## src/rtl/rotate_result_stage.sv

```systemverilog
// rtl/rotate_result_stage.sv - captures rotator results with Z/N/C/V flags into a 2-entry FIFO
// Optional: ROTATE_PARITY_FLAG_EN adds out_p, the stored even-parity flag of the head entry.
module rotate_result_stage #(
    parameter int DEPTH  = 2,
    parameter int DATA_W = 8
) (
    input  logic              clk,
    input  logic              rst,
    input  logic [DATA_W-1:0] res_in,
    input  logic [4:0]        shamt_in,
    input  logic              in_valid,
    output logic              in_ready,
    output logic [DATA_W-1:0] out_data,
    output logic              out_z,
    output logic              out_n,
    output logic              out_c,
    output logic              out_v,
`ifdef ROTATE_PARITY_FLAG_EN
    output logic              out_p,
`endif
    output logic              out_valid,
    input  logic              out_ready,
    output logic [1:0]        count,
    output logic              sticky_v,
    input  logic              sticky_clr
);

`ifdef ROTATE_PARITY_FLAG_EN
    localparam int FLAG_W = 5;
`else
    localparam int FLAG_W = 4;
`endif
    localparam int ENTRY_W = DATA_W + FLAG_W;
    localparam logic [1:0] FULL = DEPTH[1:0];

    logic [ENTRY_W-1:0] mem [DEPTH];
    logic [ENTRY_W-1:0] head;
    logic [ENTRY_W-1:0] head_nx;
    logic [ENTRY_W-1:0] new_entry;
    logic               wr_ptr, rd_ptr, wr_ptr_nx, rd_ptr_nx;
    logic [1:0]         count_nx;
    logic               push, pop;
    logic               z_new, n_new, c_new, v_new;

    // C is the last bit rotated out, which lands in bit 7 for amounts 1..8
    always_comb begin
        z_new = (res_in == '0);
        n_new = res_in[DATA_W-1];
        c_new = (shamt_in >= 5'd1 && shamt_in <= 5'd8) ? res_in[DATA_W-1] : 1'b0;
        v_new = (shamt_in > 5'd8);
`ifdef ROTATE_PARITY_FLAG_EN
        new_entry = {~^res_in, v_new, c_new, n_new, z_new, res_in};
`else
        new_entry = {v_new, c_new, n_new, z_new, res_in};
`endif
    end

    always_comb begin
        push      = in_valid & in_ready;
        pop       = out_valid & out_ready;
        wr_ptr_nx = push ? ~wr_ptr : wr_ptr;
        rd_ptr_nx = pop ? ~rd_ptr : rd_ptr;
        count_nx  = count;
        if (push && !pop)
            count_nx = count + 2'd1;
        else if (pop && !push)
            count_nx = count - 2'd1;
        // the slot being written this cycle may become head immediately
        head_nx = (push && (wr_ptr == rd_ptr_nx)) ? new_entry : mem[rd_ptr_nx];
    end

    always_ff @(posedge clk) begin
        if (rst) begin
            count     <= 2'd0;
            wr_ptr    <= 1'b0;
            rd_ptr    <= 1'b0;
            in_ready  <= 1'b1;
            out_valid <= 1'b0;
            sticky_v  <= 1'b0;
            head      <= '0;
            mem[0]    <= '0;
            mem[1]    <= '0;
        end else begin
            if (push)
                mem[wr_ptr] <= new_entry;
            wr_ptr    <= wr_ptr_nx;
            rd_ptr    <= rd_ptr_nx;
            count     <= count_nx;
            in_ready  <= (count_nx != FULL);
            out_valid <= (count_nx != 2'd0);
            // outputs keep their last values once the FIFO drains
            if (count_nx != 2'd0)
                head <= head_nx;
            if (push && v_new)
                sticky_v <= 1'b1;
            else if (sticky_clr)
                sticky_v <= 1'b0;
        end
    end

    assign out_data = head[DATA_W-1:0];
    assign out_z    = head[DATA_W];
    assign out_n    = head[DATA_W+1];
    assign out_c    = head[DATA_W+2];
    assign out_v    = head[DATA_W+3];
`ifdef ROTATE_PARITY_FLAG_EN
    assign out_p    = head[DATA_W+4];
`endif

endmodule

```

## config.mk

```make
export PLATFORM = sky130hd
export DESIGN_NAME = rotate_result_stage
export DESIGN_NICKNAME = d
export VERILOG_FILES = /design/src/rtl/rotate_result_stage.sv
export SDC_FILE = /design/constraint.sdc
export NUM_CORES = 1
export LEC_CHECK = 0
export CAP_MARGIN = 20
export CORE_ASPECT_RATIO = 0.75
export CORE_MARGIN = 3
export CORE_UTILIZATION = 47
export CTS_CLUSTER_SIZE = 8
export DETAILED_ROUTE_END_ITERATION = 10
export GPL_ROUTABILITY_DRIVEN = 1
export HOLD_SLACK_MARGIN = 0.15
export PLACE_DENSITY = 0.82
export SLEW_MARGIN = 20
export SYNTH_ARGS = -nofsm -noshare
export SYNTH_HDL_FRONTEND = slang
export SYNTH_SLANG_ARGS = --single-unit
```

## constraint.sdc

```tcl
create_clock -name clk -period 1.57 [get_ports clk]
set_input_delay 0.314 -clock clk [delete_from_list [all_inputs] [get_ports clk]]
set_output_delay 0.314 -clock clk [all_outputs]
set_load 0.01 [all_outputs]
```

==> Word-level counts from Yosys, hierarchy flattened <==
Memory sizes are Yosys's and may differ from the RTL's. A register that Yosys moved wholly into a read port is not among the register bits.
Index checks and enable logic that the tools add are counted.
{ "op_classes": {"addsub": 2, "order_cmp": 3, "eq_ne": 1, "mux": 14, "n_bitwise": 4, "n_reduce_logical": 10} }
{ "ops": {"columns": ["op", "n"], "rows": [
  ["2-to-1 mux 12 bit", 1],
  ["OR reduction 12 bit", 1],
  ["2-to-1 mux 1 bit", 11],
  ["zero test 8 bit", 1],
  [">= comparator 5 x 1 -> 1 bit, second input constant", 1],
  ["greater-than comparator 5 x 4 -> 1 bit, second input constant", 1],
  ["less-or-equal comparator 5 x 4 -> 1 bit, second input constant", 1],
  ["logical AND 1 bit", 4],
  ["2-to-1 mux 2 bit", 2],
  ["nonzero test 2 bit", 2],
  ["adder 2 x 1 -> 2 bit, second input constant", 1],
  ["bitwise AND 1 bit", 2],
  ["zero test 1 bit", 2],
  ["inequality test 2 bit, second input constant", 1],
  ["NOT 1 bit", 2],
  ["subtractor 2 x 1 -> 2 bit, second input constant", 1]
]} }
{ "word_totals": {"ff_bits": 7, "ram_bits": 24, "word_cells": 41, "n_memories": 1} }
{ "mem_list": {"columns": ["memory", "depth", "width", "read_ports", "rd_ports_with_merged_regs", "wr", "line_no", "rtl"], "rows": [
  ["mem", 2, 12, 1, 1, 2, "36", "logic [ENTRY_W-1:0] mem [DEPTH];"]
]} }

==> Depth between registers and ports, before layout <==
{ "depth": {"word_depth": 6, "ltp_mapped": 7, "depth_no_buf": 5} }

==> Worst setup path after synthesis <==
No wires, ideal clock.
{ "synth_path": {"kind": "reg-to-reg", "start": "reg wr_ptr", "end": "mem mem[0][0] (netlist name) (enable)", "setup_ns": 0.381, "t_arrival_ns": 1.181, "required_time_ns": 1.189, "setup_slack_ns": 0.008, "path_stages_with_launch": 4, "path_buffers": 2, "period_less_slack_ns": 1.562, "path_cell_list": "dfxtp_1 buf_2 clkbuf_1 o21bai_1"} }
{ "synth_rtl": {"columns": ["item", "line_no", "rtl"], "rows": [
  ["start: declaration", "40", "logic wr_ptr, rd_ptr, wr_ptr_nx, rd_ptr_nx;"],
  ["start signal: assignment", "86", "wr_ptr <= wr_ptr_nx;"],
  ["end: declaration", "36", null]
]} }

==> Final worst setup path <==
{ "layout_path": {"start": "reg in_ready", "end": "reg head[5], read port of mem"} }
{ "layout_between": {"elab_chain_len": 6, "elab_cells_between_ends": 7, "cone_classes": "mux (2); bitwise (1); reduce/logical (4)"} }
{ "layout_rtl": {"columns": ["item", "line_no", "rtl"], "rows": [
  ["start: declaration", "12", "output logic in_ready,"],
  ["start signal: assignment", "89", "in_ready <= (count_nx != FULL);"],
  ["bitwise AND 1 bit (*)", "59", "push = in_valid & in_ready;"],
  ["zero test 1 bit", "66", "else if (pop && !push)"],
  ["logical AND 1 bit", "66", null],
  ["2-to-1 mux 2 bit", "66", null],
  ["2-to-1 mux 2 bit (*)", "64", "if (push && !pop)"],
  ["nonzero test 2 bit (*)", "92", "if (count_nx != 2'd0)"],
  ["end: declaration", "37", "logic [ENTRY_W-1:0] head;"]
]} }
Mark *: on every way between the ends. The rest lies on a longest branch, timed or not.
A chain may end at the register's enable or synchronous reset.

==> flow_summary_export.csv <==
group,metric,value,unit
run_status,status,"complete, no violations",
clocking,clk_pin_slew,70,ps
critical_path,path_class,"reg -> reg",
synth,synth_area_leaders,"edfxtp_1 (32%), dfxtp_1 (18%), nand2_1 (4.0%)",
timing,hold_slack,453,ps
timing,post-route-min-period,1530,ps
global_route,grt_pass1_wl,8.36,mm
global_route,grt_max_degree,34,
cells_and_area,layout_common_cells,"buf_4 (34), clkdlybuf4s50_1 (28), edfxtp_1 (22)",
job,maxCapViolations,0,
synth,syn_area,2050,sq um
hold_path,hold_class,"reg -> reg",
synth,yosys.area.top_type_share,32.3,%
cells_and_area,nets,292,
global_route,overflow,0,
drt,first_iter_violations,296,
synth,yosys_warnings,0,
timing,finalSetupTns,0,ps
timing,max_freq,652,MHz
floorplanning,core,4130,sq um
drt,viasPerCell,5.67,
timing,finalMaxSlewViolations,0,
timing,relSlewSlack,73.1,%
clocking,cts_buffers,5,
synth,yosys.area.top_type,"edfxtp_1",
floorplanning,dieHeight,63.2,um
cells_and_area,final_common_cell,"buf_4",
clocking,h-tree-depth,2,
critical_path,worstPathMaxFanout,6,
critical_path,cp-end-kind,"register",
global_route,grt_util_all_layers,21.5,%
placement,portBuffers,34,
placement,place.gp.congestion,0.829,
timing,rsz0062_at_grt,"true",
timing,post-route-period-util,97.8,%
synth,syn_avg_cell_area,9.89,sq um
cells_and_area,stdcell_area,2950,sq um
synth,netlist_instances,207,
drt,route.detailed.drc,0,
placement,dpl-instance-area,2690,sq um
synth,synth_edf_count,22,
critical_path,path_cells,"buf_4 > nand3b_1 > buf_12 > o31ai_2 > a2bb2oi_2 > a211oi_2",
clocking,cts-root-buf,"clkbuf_8",
drt,ant_nets,0,
clocking,clock_sinks,40,
clocking,cts-hold-fix-buffers,0,
critical_path,critical_path.max_stage_delay,350,ps
floorplanning,dieArea,5190,sq um
drt,first_pass_iters,5,
floorplanning,rows,20,
critical_path,cp_data_arrival_time,1700,ps
critical_path,cp.required,1740,ps
floorplanning,die_w,82.2,um
timing,worstMarginPinSlew,401,ps
critical_path,cp.buffers_inverters,2,
floorplanning,start_util,49.6,%
cells_and_area,area_growth,44.2,%
placement,dp_cells,319,
clocking,cts_buffer_depth,2,
critical_path,critPathTopFamily,"compound AO/OA/AOI/OAI gates",
critical_path,critPathSlowestCell,"dfxtp_2",
synth,yosys_most_used_dff,"edfxtp_1",
power,p_per_area,1410,nW/um^2
cells_and_area,antenna_cells,0,
synth,synth.distinct_cells,43,
synth,seq_area_frac_synth,49.8,%
cells_and_area,drive_above_1_share,28.7,%
drt,routed_wl,5.40,mm
power,ir_worst_vdd,743,uV
cells_and_area,layout.cells.non_filler,330,
timing,hold_violations,0,
global_route,grt_pass1_vias,1691,
clocking,cts_tree,"done",
clocking,clk_latency,290,ps
floorplanning,io-pin-count,35,
global_route,antenna_found_initial,0,
drt,post_drt_wl_per_cell,16.3,um
timing,setup_violations,0,
power,p_total,0.00415,W
timing,finalClockSkew,12.9,ps
critical_path,worstSetupStartpointType,"register",
synth,synth-seq-cells,40,
power,p_leak,1.20,nW
synth,syn_nets,225,
drt,vias,1871,
placement,dp_hpwl,3.64,mm
synth,async_reset_ff_share,0,%
[state kept, by name, summed over array words and instances, names as in the netlist]
| signal | flops |
|---|---|
| count | 2 |
| head | 11 |
| in_ready | 1 |
| mem | 22 |
| out_valid | 1 |
| rd_ptr | 1 |
| sticky_v | 1 |
| wr_ptr | 1 |
[per-stage QoR]
stage	worst slack [ps]	utilization [%]
2_1_floorplan	7.73	-
3_3_place_gp	-393	65.2
3_5_place_dp	-447	65.2
4_1_cts	28.4	69.7
5_1_grt	-38.6	71.5
6_report	35.2	71.5
[cell type report]
type / instances / area [sq um]
sequential: 40 / 1030
clock buffer: 6 / 72.6
multi-input combinational: 145 / 1030
inverter: 6 / 22.5
tap: 55 / 68.8
clock inverter: 2 / 12.5
timing repair buffer: 76 / 724
fill: 289 / 1180
[worst min-delay path: cells and delay by family, from the launching register on]
family / cells / cell delay [ps]
AND/OR/NAND/NOR: 2 / 90
flip-flops: 1 / 320
[worst paths after layout]
kind	from	to	slack [ps]	cells past startpoint
worst max register to register	in_ready	head[5]	40	6
worst max-delay path	in_ready	head[5]	40	6
worst min-delay path	sticky_v	sticky_v	450	2
worst min register to register	sticky_v	sticky_v	450	2
[where the power goes]
group          total, W  internal, W  switching (W)
combinational   0.00201      0.00103       0.000975
sequential      0.00149      0.00135       0.000137
clock          0.000654     0.000310       0.000344
[synthesized netlist by cell type, types with 8 or more instances]
library cell   n
dfxtp_1       18
nand4_1       11
nand3b_1       8
and3_1         9
a21oi_1        9
and2_1         9
edfxtp_1      22
nand2_1       22
clkbuf_1      10
nor2_1        14
[what timing repair did]
item / 4_1_cts / 5_1_grt
setup buffers: 1 / 1
gates resized for setup: 21 / 18
setup endpoints to repair: 21 / 23
pin swaps: 5 / 6
gates cloned: 1 / 0
[cell families (layout without fill, tap and decap cells)]
group	Yosys count	in the layout	synth area share (%)
xor gates and xnor gates	6	6	3.24
buffers and inverters	22	90	5.19
AOI/OAI and AO/OA	36	36	13.0
muxes	4	4	1.95
DFF	40	40	49.8
and+or+nand+nor	99	99	26.8
[metal layers]
layer	track usage [%]	up-vias	routed length, um
li1	-	898	-
met1	29.7	872	2360
met2	32.7	91	2460
met3	4.86	10	452
met4	7.88	0	119
met5	0	-	0
Power figures use the tool's default switching activity.
